`config.mk`:
```
export PLATFORM = sky130hd
export DESIGN_NAME = ff_stuffer_flat
export DESIGN_NICKNAME = d
export VERILOG_FILES = /design/src/rtl/ff_stuffer_if.sv /design/src/rtl/ff_stuffer.sv /design/src/flat_wrapper.sv
export SDC_FILE = /design/constraint.sdc
export NUM_CORES = 1
export LEC_CHECK = 0
export CAP_MARGIN = 10
export CORE_ASPECT_RATIO = 1.4
export CORE_MARGIN = 1
export CORE_UTILIZATION = 30
export DETAILED_ROUTE_END_ITERATION = 16
export PLACE_DENSITY = 0.58
export SLEW_MARGIN = 20
export SYNTH_ARGS = -nofsm -noshare
export SYNTH_HDL_FRONTEND = slang
export SYNTH_SLANG_ARGS = --single-unit
```
`constraint.sdc`:
```
create_clock -name clk -period 3.2 [get_ports clk]
set_input_delay 0.64 -clock clk [delete_from_list [all_inputs] [get_ports clk]]
set_output_delay 0.64 -clock clk [all_outputs]
set_load 0.02 [all_outputs]
```
`src/rtl/ff_stuffer_if.sv`:
```
// Handshake bundle between the Huffman encoder, the 0xFF stuffer and the output sink.
interface ff_stuffer_if;
  logic [31:0] in_data;
  logic        in_valid;
  logic        in_last;
  logic [2:0]  in_bytes;
  logic        in_done;
  logic [31:0] out_data;
  logic        out_valid;
  logic        out_ready;
  logic        out_last;
  logic [2:0]  out_bytes;

  // Encoder/sink side: drives the input word and the sink's ready.
  modport master (
    output in_data, in_valid, in_last, in_bytes, out_ready,
    input  in_done, out_data, out_valid, out_last, out_bytes
  );

  // Stuffer side.
  modport slave (
    input  in_data, in_valid, in_last, in_bytes, out_ready,
    output in_done, out_data, out_valid, out_last, out_bytes
  );
endinterface

```
`src/rtl/ff_stuffer.sv`:
```
// JPEG byte stuffer: walks each 32-bit Huffman word MSB-first, inserts a 0x00
// after every 0xFF and repacks the result into 32-bit output words.
module ff_stuffer (
  input  logic           clk,
  input  logic           rst,
  ff_stuffer_if.slave    bus,
  output logic           busy,
  output logic [15:0]    stuff_cnt
);

  typedef enum logic [2:0] {IDLE, BYTE, STUFF, FLUSH, DONE} state_t;

  state_t          state_q, state_d;
  logic [0:3][7:0] word_q, word_d;   // captured input word, [0] = MSB byte
  logic [0:3][7:0] asm_q, asm_d;     // output assembler, [0] = bits [31:24]
  logic [2:0]      nb_q, nb_d;       // valid bytes in captured word (1..4)
  logic            last_q, last_d;
  logic [1:0]      idx_q, idx_d;     // next input byte to emit
  logic [2:0]      cnt_q, cnt_d;     // bytes held in the assembler (0..4)
  logic [15:0]     stuff_q, stuff_d;

  logic       hs;
  logic       can_wr;
  logic       at_end;
  logic       adv;
  logic [7:0] cur_byte;

  // Output view is a pure function of the registered state.
  assign bus.out_valid = (cnt_q == 3'd4) || (state_q == FLUSH);
  assign bus.out_last  = (state_q == FLUSH);
  assign bus.out_bytes = cnt_q;
  assign bus.out_data  = asm_q;
  assign bus.in_done   = (state_q == DONE);
  assign busy          = (state_q != IDLE);
  assign stuff_cnt     = stuff_q;

  assign hs       = bus.out_valid && bus.out_ready;
  // A full assembler blocks writes; this also keeps writes out of handshake cycles.
  assign can_wr   = (cnt_q < 3'd4);
  assign at_end   = ({1'b0, idx_q} == (nb_q - 3'd1));
  assign cur_byte = word_q[idx_q];

  // State and datapath registers.
  always_ff @(posedge clk or posedge rst) begin
    if (rst) begin
      state_q <= IDLE;
      word_q  <= '0;
      asm_q   <= '0;
      nb_q    <= 3'd0;
      last_q  <= 1'b0;
      idx_q   <= 2'd0;
      cnt_q   <= 3'd0;
      stuff_q <= 16'd0;
    end else begin
      state_q <= state_d;
      word_q  <= word_d;
      asm_q   <= asm_d;
      nb_q    <= nb_d;
      last_q  <= last_d;
      idx_q   <= idx_d;
      cnt_q   <= cnt_d;
      stuff_q <= stuff_d;
    end
  end

  // Next-state: byte walk, stuffing, draining and the done pulse.
  always_comb begin
    state_d = state_q;
    word_d  = word_q;
    asm_d   = asm_q;
    nb_d    = nb_q;
    last_d  = last_q;
    idx_d   = idx_q;
    cnt_d   = cnt_q;
    stuff_d = stuff_q;
    adv     = 1'b0;

    // Sink took the word: empty the assembler (never coincides with a write).
    if (hs) begin
      cnt_d = 3'd0;
      asm_d = '0;
    end

    case (state_q)
      IDLE: begin
        if (bus.in_valid) begin
          word_d  = bus.in_data;
          last_d  = bus.in_last;
          // Out-of-range byte counts fall back to a full word.
          nb_d    = (bus.in_last && bus.in_bytes != 3'd0 && bus.in_bytes <= 3'd4)
                    ? bus.in_bytes : 3'd4;
          idx_d   = 2'd0;
          state_d = BYTE;
        end
      end
      BYTE: begin
        if (can_wr) begin
          asm_d[cnt_q[1:0]] = cur_byte;
          cnt_d = cnt_q + 3'd1;
          if (cur_byte == 8'hFF) state_d = STUFF;
          else                   adv     = 1'b1;
        end
      end
      STUFF: begin
        if (can_wr) begin
          asm_d[cnt_q[1:0]] = 8'h00;
          cnt_d = cnt_q + 3'd1;
          if (stuff_q != 16'hFFFF) stuff_d = stuff_q + 16'd1;
          adv = 1'b1;
        end
      end
      FLUSH: begin
        if (hs) state_d = DONE;
      end
      DONE: begin
        state_d = IDLE;
      end
      default: state_d = IDLE;
    endcase

    // Move to the next input byte, or finish the word.
    if (adv) begin
      if (at_end) begin
        state_d = last_q ? FLUSH : DONE;
      end else begin
        idx_d   = idx_q + 2'd1;
        state_d = BYTE;
      end
    end
  end

endmodule

```
`src/flat_wrapper.sv`:
```
// flat-port wrapper written by rule: the top's interface ports become plain ports
module ff_stuffer_flat 
  (clk, rst, busy, stuff_cnt, bus_in_data, bus_in_valid, bus_in_last, bus_in_bytes, bus_out_ready, bus_in_done, bus_out_data, bus_out_valid, bus_out_last, bus_out_bytes);
  ff_stuffer_if bus_i ();
  input  logic clk;
  input  logic rst;
  output logic busy;
  output logic [15:0] stuff_cnt;
  input wire logic [$bits(bus_i.in_data)-1:0] bus_in_data;
  input wire logic [$bits(bus_i.in_valid)-1:0] bus_in_valid;
  input wire logic [$bits(bus_i.in_last)-1:0] bus_in_last;
  input wire logic [$bits(bus_i.in_bytes)-1:0] bus_in_bytes;
  input wire logic [$bits(bus_i.out_ready)-1:0] bus_out_ready;
  output wire logic [$bits(bus_i.in_done)-1:0] bus_in_done;
  output wire logic [$bits(bus_i.out_data)-1:0] bus_out_data;
  output wire logic [$bits(bus_i.out_valid)-1:0] bus_out_valid;
  output wire logic [$bits(bus_i.out_last)-1:0] bus_out_last;
  output wire logic [$bits(bus_i.out_bytes)-1:0] bus_out_bytes;
  assign bus_i.in_data = bus_in_data;
  assign bus_i.in_valid = bus_in_valid;
  assign bus_i.in_last = bus_in_last;
  assign bus_i.in_bytes = bus_in_bytes;
  assign bus_i.out_ready = bus_out_ready;
  assign bus_in_done = bus_i.in_done;
  assign bus_out_data = bus_i.out_data;
  assign bus_out_valid = bus_i.out_valid;
  assign bus_out_last = bus_i.out_last;
  assign bus_out_bytes = bus_i.out_bytes;
  ff_stuffer u_core (.clk(clk), .rst(rst), .bus(bus_i), .busy(busy), .stuff_cnt(stuff_cnt));
endmodule
```
Yosys cells after proc, flatten, opt, wreduce, memory -nomap -nowiden
Cells that the tools add are included.
Widths: inputs -> output; s select.

word-level totals
  output and inout bits = 55
  word-level logic and storage cells = 82
  bits in registers = 92
  input port bits = 40

operators by class
  $lt $le $gt $ge = 5
  mux-type cells = 30
  reduce and logical (&&, ||, !) cells = 12
  equal/unequal tests = 13
  bitwise operators = 4
  add/subtract/negate cells = 4

operators with widths
  operator               number
  $mux 32                3
  $pmux 32 s2            1
  $mux 3                 11
  $and 32x32->32         1
  $bwmux 32              1
  $not 32->32            1
  $mux 8                 3
  $add 16x1->16 const B  1
  $bmux 8 s2             1
  $demux 8 s2            1
  $ne 16x16->1 const B   1
  $pmux 3 s4             1
  $ne 3x1->1 const B     3
  $eq 8x8->1 const B     1
  $mux 2                 4
  $eq 3x2->1 const B     2
  $eq 3x3->1 const B     2
  $ge 3x3->1 const B     2
  $not 2->3              2
  $reduce_bool 3->1      2
  $reduce_and 5->1       1
  $logic_and 1x1->1      4
  $add 3x1->3 const B    1
  $eq 2x3->1             1
  15 further kinds       17

Longest topological paths before layout
Gate-level depths: netlist of run 1.

  word-level depth = 10
  depth in mapped cells = 8
  gate-level depth less buffers = 7

Worst setup path after synthesis of run 1
OpenSTA, ideal clock, no wires.

  kind = flip-flop to output port
  from = register u_core.cnt_q[0], in the netlist u_core.bus.out_bytes[0]
  to = output port bus_out_valid
  path slack = 1.264 ns
  buffers on the path = 0
  stages on the path, launching flop included = 5
  arrival = 1.296 ns
  required time = 2.560 ns
  path through = dfrtp_1 > inv_1 > ha_1 > and2_1 > or2_2

on the way
  cells in the longest elaborated chain, start to end = 2

RTL lines
  item                    RTL line            source
  from (decl)             ff_stuffer.sv:19    logic [2:0] cnt_q, cnt_d;
  from (signal assigned)  ff_stuffer.sv:61    cnt_q <= cnt_d;
  $eq 3x3->1              ff_stuffer.sv:29    assign bus.out_valid = (cnt_q == 3'd4) || (state_q == FLUSH);
  $logic_or 1x1->1        ff_stuffer.sv:29
  to (decl)               flat_wrapper.sv:16  output wire logic [$bits(bus_i.out_valid)-1:0] bus_out_valid;

No other way between the ends.

Final worst setup path of run 1
Ends and elaborated chain as after synthesis.

==> impl_results.md, run 1 <==
* FILL cells at 1356
* DR WL/cell at 14.6 um
* Post-synth EDFFs at 0
* Sink Count at 92
* Ys async rst share at 1.00
* Crit path cell chain: inv_1, ha_1, and2_1, or2_2, clkdlybuf4s50_1
* # setup viols final at 0
* Max cap viols at 0
* Worst skew pair latency at 0.34 ns
* Number of diodes at 0
* Die Area at 0.0145 mm2
* Area fraction of the dominant cell type after synthesis at 0.546
* Critical path origin: u_core.bus.out_bytes[0]
* Rel. slew slack at 0.553
* CP required at 2.56 ns
* Slew Limit Fails at 0
* Synth Cell Area at 0.00422 mm2
* Vias per Instance at 4.56
* Detailed Place HPWL at 7550 um
* Reg-to-Reg End: u_core.state_q[0]
* Total global routing overflow at 0
* Pwr Density at 594 mW/mm2
* Via count at 3172
* IO buf count at 94
* Hold Crit Class: reg -> reg
* Clock Pin Slew Worst Setup and Hold Paths at 0.07 ns
* R2r setup slk at 0.96 ns
* Largest net degree at the start of global routing at 44
* Fin crit period at 2.75 ns
* Reg2reg start: u_core.idx_q[1]
* First-pass GRT wire length at 16400 um
* H-Tree Depth at 3
* Worst setup endpoint: bus_out_valid
* CTS max path bufs at 2
* Mapped Cells at 417
* Clock skew at 0.00792 ns
* Yosys reg bits at 92
* Effective utilization at floorplan at 0.311
* Core outline area at 0.0136 mm2
* Die Y at 142 um
* Area contributors post-synth: dfrtp_1 (55%), nand2_1 (12%), mux4_1 (3.7%), o21ai_0 (3.0%), xnor2_1 (2.9%)
* Fmax at 364 MHz
* TNS Setup at 0 ns
* Die width at 102 um
* IO Pins at 95
* Routed WL at 10100 um
* # Post-CTS Setup Buffers at 0
* TritonCTS Buffers at 9
* Clk root buf: clkbuf_16
* Crit-path max FO at 6
* Worst-Margin Slew at 0.670 ns
* DRC at 0
* GP Congestion at 0.754
* Starting DRT DRC Count at 76
* Maximum vdd ir drop at 0.259 mV
* Min Hold Slack at 0.472 ns
* Tcrit/Tclk final at 0.858
* CTS tree: done
* Drt first pass iters at 4
* Sequential area share after synthesis at 0.546
* Area leader, netlist: dfrtp_1
* Ys flop type: dfrtp_1
* Rows at 50
* RSZ-0062 raised after global routing: false
* Mean Syn Cell Area at 10.1 um2
* Hold-fix buffers, CTS at 0
* Crit-path max cell delay at 0.56 ns
* CTS resizes at 0
* Distinct cells, synth at 53
* Startpoint Class: register
* Final #Nets at 554
* WP data arrival at 2.11 ns
* CP max stage cell: clkdlybuf4s50_1
* Total GRT Usage at 0.148
* Static Leakage at 2.60 nW
* Vias in the first global route at 3234
* Syn-to-layout area delta at 34.0%
* Initial antenna violation count at 0
* Share of layout cells above drive strength 1 at 0.0721
* Hold Vio Cnt, Final at 0
* Routed Antenna Nets at 0
* Fin util at 0.416
* Crit Path Class: reg -> out
* Synthesis Warnings at 0
* Critical path endpoint category: primary output
* R2R cell count at 5
* Syn nets at 463
* Status: finished clean
cell usage after synthesis, drive strengths merged (6+ instances only):
cell and number:
buf 6, o21ai 27, ha 6, o22ai 8, nand3 22, xnor2 14
nor2 8, clkbuf 13, dfrtp 92, inv 16, mux4 8, nand2 138
critical path: cells and delay by family (launching register included):
kind | cells | cell delay, ns
adders and majority gates | 1 | 0.24
buffers and inverters | 2 | 0.65
DFF | 1 | 0.44
and+or+nand+nor | 2 | 0.44
cell families after synthesis:
logic type	synth area share
xor+xnor	0.0412
flops	0.546
simple gates	0.226
compound gates	0.0682
buf+inv	0.0386
mux	0.0626
fa+ha+maj	0.0178
final cells by class:
class | count | area [um2] | share of cell area
clock buffer | 9 | 225 | 0.0398
clock inverter | 7 | 91.3 | 0.0162
inverter | 16 | 61.3 | 0.0108
multi-input combinational | 290 | 1750 | 0.310
sequential | 92 | 2300 | 0.407
tap | 182 | 228 | 0.0403
timing repair buffer | 99 | 991 | 0.175
registers in the layout, summed over array words and instances, names as in the netlist:
register	count
u_core.idx_q	2
u_core.nb_q	3
u_core.bus.out_bytes	3
u_core.last_q	1
u_core.stuff_cnt	16
u_core.bus.out_data	32
u_core.state_q	3
u_core.word_q	32
worst min path at each step:
stage	endpoint	from	cells after the start
after floorplan	u_core.word_q[10]	u_core.word_q[10]	2
after CTS	u_core.word_q[24]	u_core.word_q[24]	2
final	u_core.word_q[24]	u_core.word_q[24]	2
after detailed placement	u_core.word_q[24]	u_core.word_q[24]	2
after global placement	u_core.word_q[19]	u_core.word_q[19]	2
after global routing	u_core.word_q[24]	u_core.word_q[24]	2
metal layers:
layer | wire length [um] | part of all wire | global-route usage
met5 | 0 | 0 | 0
met4 | 143 | 0.014 | 0.0609
met3 | 301 | 0.030 | 0.0216
met1 | 4340 | 0.43 | 0.185
met2 | 5360 | 0.53 | 0.254
power breakdown:
part | switching [W] | total, W | internal, W
clock network | 0.000490 | 0.00111 | 0.000625
registers | 0.000139 | 0.00153 | 0.00139
logic | 0.000412 | 0.000714 | 0.000301
total | 0.00104 | 0.00336 | 0.00232
per-stage QoR:
step | worst slack [ns] | instances | total power [W] | instance area [um2]
final | 0.454 | 695 | 0.00336 | 5650
after global placement | 0.857 | 679 | 0.00225 | 5340
after global routing | 0.341 | 695 | 0.00357 | 5650
after floorplan | 0.168 | 417 | 0.00204 | 4220
after detailed placement | 0.792 | 679 | 0.00228 | 5340
after CTS | 0.410 | 695 | 0.00342 | 5650
cells in the final DEF, fill, tap and decap left out, types with 3 or more instances in the layout:
master and n:
mux4_1 6, nand3_1 21, clkbuf_16 9, nor3_1 5
nor2_1 6, xor2_1 4, ha_1 6, and2_1 5
inv_1 15, xnor2_1 14, clkdlybuf4s50_1 94, mux2i_1 5
dfrtp_1 92, nand4_1 3, o21ai_0 25, o22ai_1 8
buf_4 4, and3_1 4, nand2_1 138
(Power assumes the default switching activity.)
==> inputs of run 2 (changes only) <==
--- a/config.mk
+++ b/config.mk
@@ -11,6 +11,7 @@
 export CORE_UTILIZATION = 30
 export DETAILED_ROUTE_END_ITERATION = 16
+export GPL_TIMING_DRIVEN = 0
 export PLACE_DENSITY = 0.58
-export SLEW_MARGIN = 20
+export SLEW_MARGIN = 40
 export SYNTH_ARGS = -nofsm -noshare
 export SYNTH_HDL_FRONTEND = slang
==> constraint.sdc (replaced) <==
create_clock -name clk -period 3.2 [get_ports clk]
set_input_delay 0.32 -clock clk [delete_from_list [all_inputs] [get_ports clk]]
set_output_delay 0.32 -clock clk [all_outputs]
set_load 0.02 [all_outputs]
==> impl_results.md, run 2 (same netlist as run 1, synthesis figures left out) <==
* Status: finished clean
* CTS tree: done
* Fmax at 413 MHz (+13%)
* Clock Pin Slew Worst Setup and Hold Paths at 0.06 ns (about the same)
* Crit path cell chain: inv_1, ha_1, and2_1, or2_2, clkdlybuf4s50_1
* Reg-to-Reg End: u_core.stuff_cnt[13]
* # setup viols final at 0 (unchanged)
* Clock skew at 0.00861 ns (+0.000695 ns)
* Total GRT Usage at 0.151 (+0.00290)
* Hold Crit Class: in -> async
* IO buf count at 94 (unchanged)
* RSZ-0062 raised after global routing: false
* Critical path endpoint category: primary output
* WP data arrival at 2.10 ns (about the same)
* Fin util at 0.419 (+0.00295)
* Initial antenna violation count at 0 (unchanged)
* Reg2reg start: u_core.state_q[2]
* Die width at 102 um (unchanged)
* Logic pwr share at 0.233 (+0.020)
* Effective utilization at floorplan at 0.311 (unchanged)
* Routed WL at 10100 um (-0.87%)
* Internal power at 0.00224 W (-3.5%)
* Die Y at 142 um (unchanged)
* CP required at 2.88 ns (+0.32 ns)
* Share of layout cells above drive strength 1 at 0.0702 (-0.00192)
* Routed Antenna Nets at 0 (unchanged)
* R2R cell count at 6 (+1)
* Worst skew pair latency at 0.34 ns (about the same)
* Maximum vdd ir drop at 0.262 mV (+1.0%)
* DRC at 0 (unchanged)
* Rows at 50 (unchanged)
* Pwr Density at 570 mW/mm2 (-4.0%)
* Clk root buf: clkbuf_16
* Placed cell count at 694 (+2.2%)
* Worst Path Buf+Inv at 2 (unchanged)
* Largest net degree at the start of global routing at 58 (+32%)
* Crit-path max FO at 6 (unchanged)
* Startpoint Class: register
* Number of diodes at 0 (unchanged)
* Final cell count without fillers at 709 (+2.0%)
* Static Leakage at 2.61 nW (+0.50%)
* Crit Path Class: reg -> out
* IO Pins at 95 (unchanged)
* Slew Limit Fails at 0 (unchanged)
* Leading cell types in the layout, fill and taps excluded: nand2_1 (138), clkdlybuf4s50_1 (94), dfrtp_1 (92)
* Vias in the first global route at 3306 (+2.2%)
* Delay-heaviest family, CP: buffers and inverters
* Fin crit period at 2.42 ns (-0.323 ns)
* Clk pwr share at 0.303 (-0.029)
* Vias per Instance at 4.56 (about the same)
* Worst-Margin Slew at 0.519 ns (-0.151 ns)
* Hold Vio Cnt, Final at 0 (unchanged)
* Dpl cell area at 0.00542 mm2 (+1.6%)
* CTS resizes at 0 (unchanged)
* Syn-to-layout area delta at 34.9%
* Sink Count at 92 (unchanged)
* Final #Nets at 569 (+2.7%)
* Drt first pass iters at 4 (unchanged)
* CTS max path bufs at 2 (unchanged)
* Detailed Place HPWL at 7680 um (+1.8%)
* GP Congestion at 0.765 (+1.4%)
* Core outline area at 0.0136 mm2 (unchanged)
* Final instance area at 0.00569 mm2 (+0.71%)
* Via count at 3236 (+2.0%)
* Sequential Power Share at 0.464 (+0.008)
* Rel. slew slack at 0.654 (+0.101)
* Crit-path max cell delay at 0.56 ns (about the same)
* # Post-CTS Setup Buffers at 0 (unchanged)
* Total global routing overflow at 0 (unchanged)
* Max cap viols at 0 (unchanged)
* DR WL/cell at 14.2 um (-2.8%)
* FILL cells at 1359 (+0.22%)
* Hold-fix buffers, CTS at 0 (unchanged)
* H-Tree Depth at 3 (unchanged)
* First-pass GRT wire length at 16800 um (+2.1%)
* TritonCTS Buffers at 9 (unchanged)
* Commonest non-fill, non-tap cell in the layout: nand2_1
* Tcrit/Tclk final at 0.757 (-0.101)
* R2r setup slk at 1.16 ns (+0.20 ns)
* Die Area at 0.0145 mm2 (unchanged)
* Starting DRT DRC Count at 99 (+30%)
* Net Switching at 0.00101 W (-2.9%)
* Min Hold Slack at 0.354 ns (-0.119 ns)
* Switching portion of total power at 0.311 (+0.00130)
* CP max stage cell: clkdlybuf4s50_1
-- run 2: cell type report --
class	instances	area (um2)	area share
flip-flops and latches	92	2300	0.404
multi-input cells	290	1750	0.308
repair buffers	95	968	0.170
well taps	182	228	0.0400
clock buffers	9	225	0.0396
plain buffers	19	103	0.0180
inverters	16	65.1	0.0114
clock inverters	6	47.5	0.00835
-- run 2: how the worst max path moves through the flow --
stage                       startpoint                 endpoint  depth (start not counted)
6_report       u_core.bus.out_bytes[0]            bus_out_valid                          5
5_1_grt        u_core.bus.out_bytes[0]            bus_out_valid                          5
4_1_cts        u_core.bus.out_bytes[0]            bus_out_valid                          5
3_5_place_dp   u_core.bus.out_bytes[0]            bus_out_valid                          5
3_3_place_gp                       rst  u_core.bus.out_data[30]                          2
2_1_floorplan                      rst  u_core.bus.out_bytes[0]                          1
-- run 2: stage by stage --
step | worst slack (ns) | power (W) | TNS, ns
after floorplan | 0.488 | 0.00204 | 0
after global placement | -0.900 | 0.00228 | -82.28
after detailed placement | 1.12 | 0.00230 | 0
after CTS | 0.742 | 0.00330 | 0
after global routing | 0.642 | 0.00347 | 0
final | 0.778 | 0.00325 | 0
-- run 2: power groups by stage --
stage / Sequential [W] / Clock, W / Combinational (W)
global route: 0.00154 / 0.00106 / 0.000868
global placement: 0.00152 / 0 / 0.000756
detailed placement: 0.00153 / 0 / 0.000773
finish: 0.00151 / 0.000984 / 0.000756
floorplan: 0.00149 / 0 / 0.000543
CTS: 0.00151 / 0.00101 / 0.000775
-- run 2: worst register-to-register path, cell delays in order (launching register included) --
cell	delay, ns
dfrtp_1	0.37
buf_6	0.14
nor3b_4	0.27
nand2b_1	0.17
a2111oi_2	0.44
or3b_1	0.41
xnor2_1	0.13
-- run 2: per-layer routing --
metal | track usage | part of all wire | vias to the layer above
met3 | 0.0236 | 0.037 | 8
met1 | 0.190 | 0.43 | 1549
met2 | 0.259 | 0.52 | 70
li1 | - | - | 1609
met4 | 0.0564 | 0.015 | 0
met5 | 0 | 0 | -
